### config.mk
export PLATFORM = sky130hd
export DESIGN_NAME = alu_operand_stage
export DESIGN_NICKNAME = d
export VERILOG_FILES = /design/src/rtl/alu_pkg.sv /design/src/rtl/operand_fwd_mux.sv /design/src/rtl/alu_operand_stage.sv
export SDC_FILE = /design/constraint.sdc
export NUM_CORES = 1
export LEC_CHECK = 0
export BUFFER_PORTS_ARGS = -buffer_cell sky130_fd_sc_hd__clkbuf_2
export CORE_ASPECT_RATIO = 0.8
export CORE_MARGIN = 4
export CORE_UTILIZATION = 55
export DETAILED_ROUTE_END_ITERATION = 16
export PLACE_DENSITY = 0.79
export SYNTH_ARGS = -nofsm -noshare
export SYNTH_HDL_FRONTEND = slang
export SYNTH_SLANG_ARGS = --single-unit
export TNS_END_PERCENT = 100
### constraint.sdc
create_clock -name clk -period 11.7 [get_ports clk]
set_clock_uncertainty 0.15 [all_clocks]
set_input_delay 2.34 -clock clk [delete_from_list [all_inputs] [get_ports clk]]
set_output_delay 2.34 -clock clk [all_outputs]
set_load 0.05 [all_outputs]
### src/rtl/alu_pkg.sv
// Shared widths, ALU op codes, occupancy states and the buffered-operand record
// for the ALU operand-delivery stage.
package alu_pkg;

    localparam int DATA_W = 32;
    localparam int REG_AW = 5;
    localparam int OP_W   = 3;

    localparam logic [OP_W-1:0] ALU_AND = 3'b000;
    localparam logic [OP_W-1:0] ALU_OR  = 3'b001;
    localparam logic [OP_W-1:0] ALU_ADD = 3'b010;
    localparam logic [OP_W-1:0] ALU_SUB = 3'b110;
    localparam logic [OP_W-1:0] ALU_SLT = 3'b111;

    typedef enum logic [1:0] {
        OCC_EMPTY = 2'd0,
        OCC_ONE   = 2'd1,
        OCC_FULL  = 2'd2
    } occ_t;

    typedef struct packed {
        logic [DATA_W-1:0] a;
        logic [DATA_W-1:0] b;
        logic [OP_W-1:0]   op;
        logic [REG_AW-1:0] rs_addr;
        logic [REG_AW-1:0] rt_addr;
        logic              use_imm;
    } operand_entry_t;

    // Register 0 is hardwired, so a writeback to it never forwards.
    function automatic logic wb_hit(
        input logic              wb_en,
        input logic [REG_AW-1:0] wb_addr,
        input logic [REG_AW-1:0] addr
    );
        return wb_en && (wb_addr == addr) && (addr != '0);
    endfunction

    // Refresh a held entry with a writeback; an immediate B is never a register.
    function automatic operand_entry_t entry_coherent(
        input operand_entry_t    entry,
        input logic              wb_en,
        input logic [REG_AW-1:0] wb_addr,
        input logic [DATA_W-1:0] wb_data
    );
        operand_entry_t res;
        res = entry;
        if (wb_hit(wb_en, wb_addr, entry.rs_addr)) begin
            res.a = wb_data;
        end
        if (!entry.use_imm && wb_hit(wb_en, wb_addr, entry.rt_addr)) begin
            res.b = wb_data;
        end
        return res;
    endfunction

endpackage

### src/rtl/operand_fwd_mux.sv
// Combinational capture path: writeback forwarding for A and B plus
// sign/zero extension of the 16-bit immediate.
module operand_fwd_mux
    import alu_pkg::*;
#(
    parameter int DATA_W = alu_pkg::DATA_W,
    parameter int REG_AW = alu_pkg::REG_AW
) (
    input  logic [REG_AW-1:0] rs_addr,
    input  logic [DATA_W-1:0] rs_data,
    input  logic [REG_AW-1:0] rt_addr,
    input  logic [DATA_W-1:0] rt_data,
    input  logic [15:0]       imm16,
    input  logic              use_imm,
    input  logic              imm_zext,
    input  logic              wb_en,
    input  logic [REG_AW-1:0] wb_addr,
    input  logic [DATA_W-1:0] wb_data,
    output logic [DATA_W-1:0] a,
    output logic [DATA_W-1:0] b
);

    logic [DATA_W-1:0] imm_ext;
    logic [DATA_W-1:0] rt_fwd;

    assign imm_ext = {{(DATA_W-16){imm16[15] & ~imm_zext}}, imm16};
    assign rt_fwd  = wb_hit(wb_en, wb_addr, rt_addr) ? wb_data : rt_data;

    assign a = wb_hit(wb_en, wb_addr, rs_addr) ? wb_data : rs_data;
    assign b = use_imm ? imm_ext : rt_fwd;

endmodule

### src/rtl/alu_operand_stage.sv
// Registered operand stage in front of the ALU: forwarding/extension on capture,
// then a main+skid buffer whose held entries track later writebacks.
module alu_operand_stage
    import alu_pkg::*;
#(
    parameter int DATA_W = alu_pkg::DATA_W,
    parameter int REG_AW = alu_pkg::REG_AW,
    parameter int OP_W   = alu_pkg::OP_W
) (
    input  logic              clk,
    input  logic              reset,
    input  logic              in_valid,
    output logic              in_ready,
    input  logic [REG_AW-1:0] in_rs_addr,
    input  logic [DATA_W-1:0] in_rs_data,
    input  logic [REG_AW-1:0] in_rt_addr,
    input  logic [DATA_W-1:0] in_rt_data,
    input  logic [15:0]       in_imm16,
    input  logic              in_use_imm,
    input  logic              in_imm_zext,
    input  logic [OP_W-1:0]   in_op,
    input  logic              wb_en,
    input  logic [REG_AW-1:0] wb_addr,
    input  logic [DATA_W-1:0] wb_data,
    input  logic              flush,
    output logic              out_valid,
    input  logic              out_ready,
    output logic [DATA_W-1:0] out_a,
    output logic [DATA_W-1:0] out_b,
    output logic [OP_W-1:0]   out_op
);

    occ_t           occ_reg;
    occ_t           occ_next;
    logic           in_ready_reg;
    logic           in_ready_next;
    operand_entry_t entry_reg [2];
    operand_entry_t entry_upd [2];
    operand_entry_t main_next;
    operand_entry_t skid_next;
    operand_entry_t cap_entry;
    logic [1:0]     entry_valid;
    logic [DATA_W-1:0] cap_a;
    logic [DATA_W-1:0] cap_b;
    logic           accept;
    logic           pop;

    operand_fwd_mux #(
        .DATA_W (DATA_W),
        .REG_AW (REG_AW)
    ) u_fwd_mux (
        .rs_addr  (in_rs_addr),
        .rs_data  (in_rs_data),
        .rt_addr  (in_rt_addr),
        .rt_data  (in_rt_data),
        .imm16    (in_imm16),
        .use_imm  (in_use_imm),
        .imm_zext (in_imm_zext),
        .wb_en    (wb_en),
        .wb_addr  (wb_addr),
        .wb_data  (wb_data),
        .a        (cap_a),
        .b        (cap_b)
    );

    always_comb begin
        cap_entry         = '0;
        cap_entry.a       = cap_a;
        cap_entry.b       = cap_b;
        cap_entry.op      = in_op;
        cap_entry.rs_addr = in_rs_addr;
        cap_entry.rt_addr = in_rt_addr;
        cap_entry.use_imm = in_use_imm;
    end

    // Entry 0 is main (drives the ALU), entry 1 is skid.
    assign entry_valid = {occ_reg == OCC_FULL, occ_reg != OCC_EMPTY};

    for (genvar gi = 0; gi < 2; gi++) begin : g_coherence
        assign entry_upd[gi] = entry_valid[gi]
                             ? entry_coherent(entry_reg[gi], wb_en, wb_addr, wb_data)
                             : entry_reg[gi];
    end

    assign accept = in_valid && in_ready_reg;
    assign pop    = out_valid && out_ready;

    always_comb begin
        occ_next  = occ_reg;
        main_next = entry_upd[0];
        skid_next = entry_upd[1];
        if (flush) begin
            occ_next = OCC_EMPTY;
        end else begin
            case (occ_reg)
                OCC_EMPTY: begin
                    if (accept) begin
                        occ_next  = OCC_ONE;
                        main_next = cap_entry;
                    end
                end
                OCC_ONE: begin
                    if (accept && !pop) begin
                        occ_next  = OCC_FULL;
                        skid_next = cap_entry;
                    end else if (!accept && pop) begin
                        occ_next = OCC_EMPTY;
                    end else if (accept && pop) begin
                        main_next = cap_entry;
                    end
                end
                OCC_FULL: begin
                    if (pop) begin
                        occ_next  = OCC_ONE;
                        main_next = entry_upd[1];
                    end
                end
                default: begin
                    occ_next = OCC_EMPTY;
                end
            endcase
        end
        in_ready_next = (occ_next != OCC_FULL);
    end

    always_ff @(posedge clk or posedge reset) begin
        if (reset) begin
            occ_reg      <= OCC_EMPTY;
            in_ready_reg <= 1'b1;
            entry_reg[0] <= '0;
            entry_reg[1] <= '0;
        end else begin
            occ_reg      <= occ_next;
            in_ready_reg <= in_ready_next;
            entry_reg[0] <= main_next;
            entry_reg[1] <= skid_next;
        end
    end

    assign in_ready  = in_ready_reg;
    assign out_valid = (occ_reg != OCC_EMPTY);
    assign out_a     = entry_reg[0].a;
    assign out_b     = entry_reg[0].b;
    assign out_op    = entry_reg[0].op;

endmodule

Word-level counts from Yosys, hierarchy flattened --
Index checks and enable logic that the tools add are counted.
Operators by class: mux-type cells 25, eq/ne operators 9, bitwise gates (word level) 2, reductions and logical operators 31
Operators by type and width (count):
- 78-bit two-way mux | 11
- 78-bit one-hot mux with 3 select lines | 1
- 32-bit two-way mux | 7
- 5-bit == test | 6
- 5-bit nonzero test | 6
- 1-bit logical AND | 19
- 2-bit two-way mux | 5
- 2-bit one-hot mux with 3 select lines | 1
- 1-bit logical NOT | 4
- 2-bit by 1-bit == test with 1-bit output (second input constant) | 1
- 2-bit == test (second input constant) | 1
- 2-bit logical NOT | 1
- 2-bit inequality test (second input constant) | 1
- 2-bit nonzero test | 1
- 1-bit bitwise AND | 1
- 1-bit NOT | 1
Word-level totals: bits in registers 159, output and inout port bits 69

Logic depth before layout (Yosys ltp) --
depth in word-level cells 11, depth in mapped cells 9, gate-level depth less buffers 5

By module --
From an unflattened synthesis, not the netlist that was laid out.
Unflattened totals: cells, all modules 1196, area, all modules 11173.2 um^2
Modules (own cells, without submodules):
- alu_operand_stage | cells each 946, seq. area each 3980.1 um^2, times used 1, area each 9410.3 um^2
- operand_fwd_mux | cells each 250, seq. area each 0.0 um^2, times used 1, area each 1762.9 um^2

Worst setup path before layout --
Ideal clock, no wire load.
path type in2reg, from input port wb_addr[2], to register entry_reg (netlist bit out_b[18]), path buffers 2, arrival time 4059 ps, path slack 7366 ps, library setup time 126 ps, data required time 11424 ps, cell stages on the path 7, path through buf_6 xnor2_1 nand4_1 a2111oi_4 buf_4 mux2_2 a221o_1
RTL lines:
- start, declared | RTL line alu_operand_stage.sv:23 | input logic [REG_AW-1:0] wb_addr,
- end, declared | RTL line alu_operand_stage.sv:37 | operand_entry_t entry_reg [2];

==> flow_summary.ini <==
[clock_tree]
cts_buffer_depth = 2
holdBufCountCts = 0
cts_sinks = 159
cts_htree_levels = 4
cts.reportedPaths.clkPinSlew_ns = 0.06
tritoncts = yes
cts_made_buffers = 17
clock_latency_ns = 0.43
cts_setup_buffers = 0
cts-root-buf = clkbuf_16
ctsResizeCount = 0

[worst_setup_path]
crit_start = wb_addr[2]
crit_chain = clkbuf_2 -> or4_1 -> a21oi_1 -> nor3_4 -> buf_4 -> a21oi_4 -> o21a_1
timing.rr.end = out_a[28]$_DFF_PP0_
cpMaxStageDelayCell = a21oi_4
cp-endpoint = entry_reg[56]$_DFF_PP0_
rr_startpoint = occ_reg[1]$_DFF_PP0_
critical-path-top-delay-family = compound AO/OA/AOI/OAI gates
end_kind = flip-flop
critPathMaxFanout = 33
critical_path_depth = 7
reg2reg_depth = 5
crit_buf_inv = 2
worst-endpoint-required_ns = 11.91
r2r_slack_ns = 8.84
crit_path_max_incr_delay_ns = 0.88
crit_type = input port to flip-flop
cp.arrival_ns = 4.95
crit_path_start_kind = input port

[synthesis]
synth.distinct_cells = 63
syn_area_per_cell_um2 = 9.36
synth_most_common_cell = nand2_1
synth_edf_count = 0
yosys_warnings = 0
async_reset_ff_share_pct = 100
syn_nets = 1296
ys_ff_latch = 159
synthCells = 1158
synth.top_cells.by_count = nand2_1 (210), dfrtp_1 (158), mux2i_1 (112), buf_4 (71), nor2_1 (70)
yosysTopAreaCell = dfrtp_1
synth_top_area_share_pct = 36.5
synth_area_leaders = dfrtp_1 (36%), mux2i_1 (10%), nand2_1 (7.3%), mux2_2 (7.1%), buf_4 (4.9%)
synth_seq_area_share_pct = 36.7
synthesis.area_mm2 = 0.0108
ys.flop_type = dfrtp_1

[global_routing]
grt_pass1_wl_um = 48900
grt_overflow_total = 0
grt_pass1_vias = 8975
grt_usage_pct = 27.8
grt_max_degree = 97
antenna_found_initial = 1

[detailed_routing]
ant_nets = 0
drt-vias-per-instance = 6.17
routed_wl_um = 30400
drtPass1Iterations = 6
drt_iter0_markers = 921
drt-wirelength-per-cell_um = 20.4
dr_total_vias = 9223
drc = 0

[floorplanning]
ios = 207
die_width_um = 165
core_area_mm2 = 0.0191
fp-row-count = 45
die_area_mm2 = 0.0220
start_util_pct = 56.6
die_h_um = 134

[timing]
rsz0062_at_grt = false
final_max_slew_viol_count = 0
fin_crit_sh_pct = 40.5
relSlewSlack_pct = 26.2
setup_violations = 0
max_freq_mhz = 211
finalHoldViolations = 0
finalSetupTns_ns = 0
min_period_ns = 4.74
layout_setup_ws_ns = 6.96
worstMarginPinSlew_ns = 1.11

[layout]
antennaDiodeCount = 0
fin_util_pct = 62.3
final_net_count = 1363
drive_above_1_share_pct = 27.8
n_fill_cell = 1664
syn2layout_area_growth_pct = 10.1
largest_reg_flops = 89
finalInstanceArea_mm2 = 0.0119

[place]
dpl_cell_area_mm2 = 0.0114
preCtsSetupSlack_ns = 6.57
portBuffers = 206
dp_hpwl_um = 19900
gp_congestion = 0.887

[worst_hold_path]
hold_class = flip-flop to flip-flop

[power]
peakVddDrop_mv = 0.106
p_leak_nw = 5.21
p_per_area_mw_per_mm2 = 161

[run_status]
status = finished clean

[flow_run]
maxCapViolations = 0
-- report_power, final --
group | switching, mW | total [mW] | internal (mW)
clock network | 0.227 | 0.540 | 0.313
logic | 0.379 | 0.601 | 0.221
registers | 0.0855 | 0.776 | 0.690
total | 0.692 | 1.92 | 1.22
-- metal layers --
| layer | part of all wire, % | vias up | global-route usage [%] | wire [µm] |
|---|---|---|---|---|
| li1 | - | 4265 | - | - |
| met1 | 46 | 4515 | 42.1 | 13900 |
| met2 | 44 | 406 | 40.8 | 13400 |
| met3 | 9.1 | 35 | 6.68 | 2780 |
| met4 | 1.1 | 2 | 4.85 | 344 |
| met5 | 0.036 | - | 0 | 11 |
-- final cells by class --
class	instances	area, µm²	share of cell area [%]
Inverter	6	27.5	0.231
Multi-Input combinational cell	816	5870	49.2
Clock buffer	21	440	3.69
Timing Repair Buffer	225	1170	9.84
Clock inverter	10	116	0.975
Tap cell	258	323	2.71
Sequential cell	159	3980	33.4
-- how the worst min path moves through the flow --
stage                                    from                   endpoint  slack [ns]  cells past startpoint
CTS                 entry_reg[12]$_DFFE_PP0P_  entry_reg[12]$_DFFE_PP0P_        0.33                      2
floorplan           entry_reg[11]$_DFFE_PP0P_  entry_reg[11]$_DFFE_PP0P_        0.30                      2
detailed placement  entry_reg[12]$_DFFE_PP0P_  entry_reg[12]$_DFFE_PP0P_        0.31                      2
finish              entry_reg[12]$_DFFE_PP0P_  entry_reg[12]$_DFFE_PP0P_        0.33                      2
global route        entry_reg[13]$_DFFE_PP0P_  entry_reg[13]$_DFFE_PP0P_        0.36                      2
global placement    entry_reg[13]$_DFFE_PP0P_  entry_reg[13]$_DFFE_PP0P_        0.31                      2
-- worst min-delay path, delay by kind of cell (launching register included) --
kind	cells	cell delay, ns
DFF	1	0.34
and+or+nand+nor	2	0.10
-- logic make-up after synthesis --
kind of cell / after synthesis / synth area share, %
buffers and inverters: 183 / 9.69
xor gates and xnor gates: 24 / 1.94
muxes: 192 / 18.6
DFF: 159 / 36.7
and+or+nand+nor: 345 / 13.6
AOI/OAI and AO/OA: 255 / 19.4
-- through the flow --
step                hold slack, ns  total power [mW]  cells
floorplan                    0.297              1.29   1158
global placement             0.307              1.36   1464
detailed placement           0.313              1.38   1464
CTS                          0.330              1.92   1495
global route                 0.355              2.01   1495
finish                       0.329              1.92   1495
-- cell usage in the layout (no fill, tap or decap), types with 16 or more instances in the layout --
master     instances
a221o_1           16
a21oi_1           16
mux2i_1          112
mux2_2            68
clkbuf_2         206
o221ai_1          20
nand2_1          210
dfrtp_1          158
clkbuf_16         17
buf_4             19
o32a_1            32
o2bb2ai_1         16
xnor2_1           19
o21a_1            32
nor2_1            69
o211ai_1          37
Power figures use the tool's default switching activity.
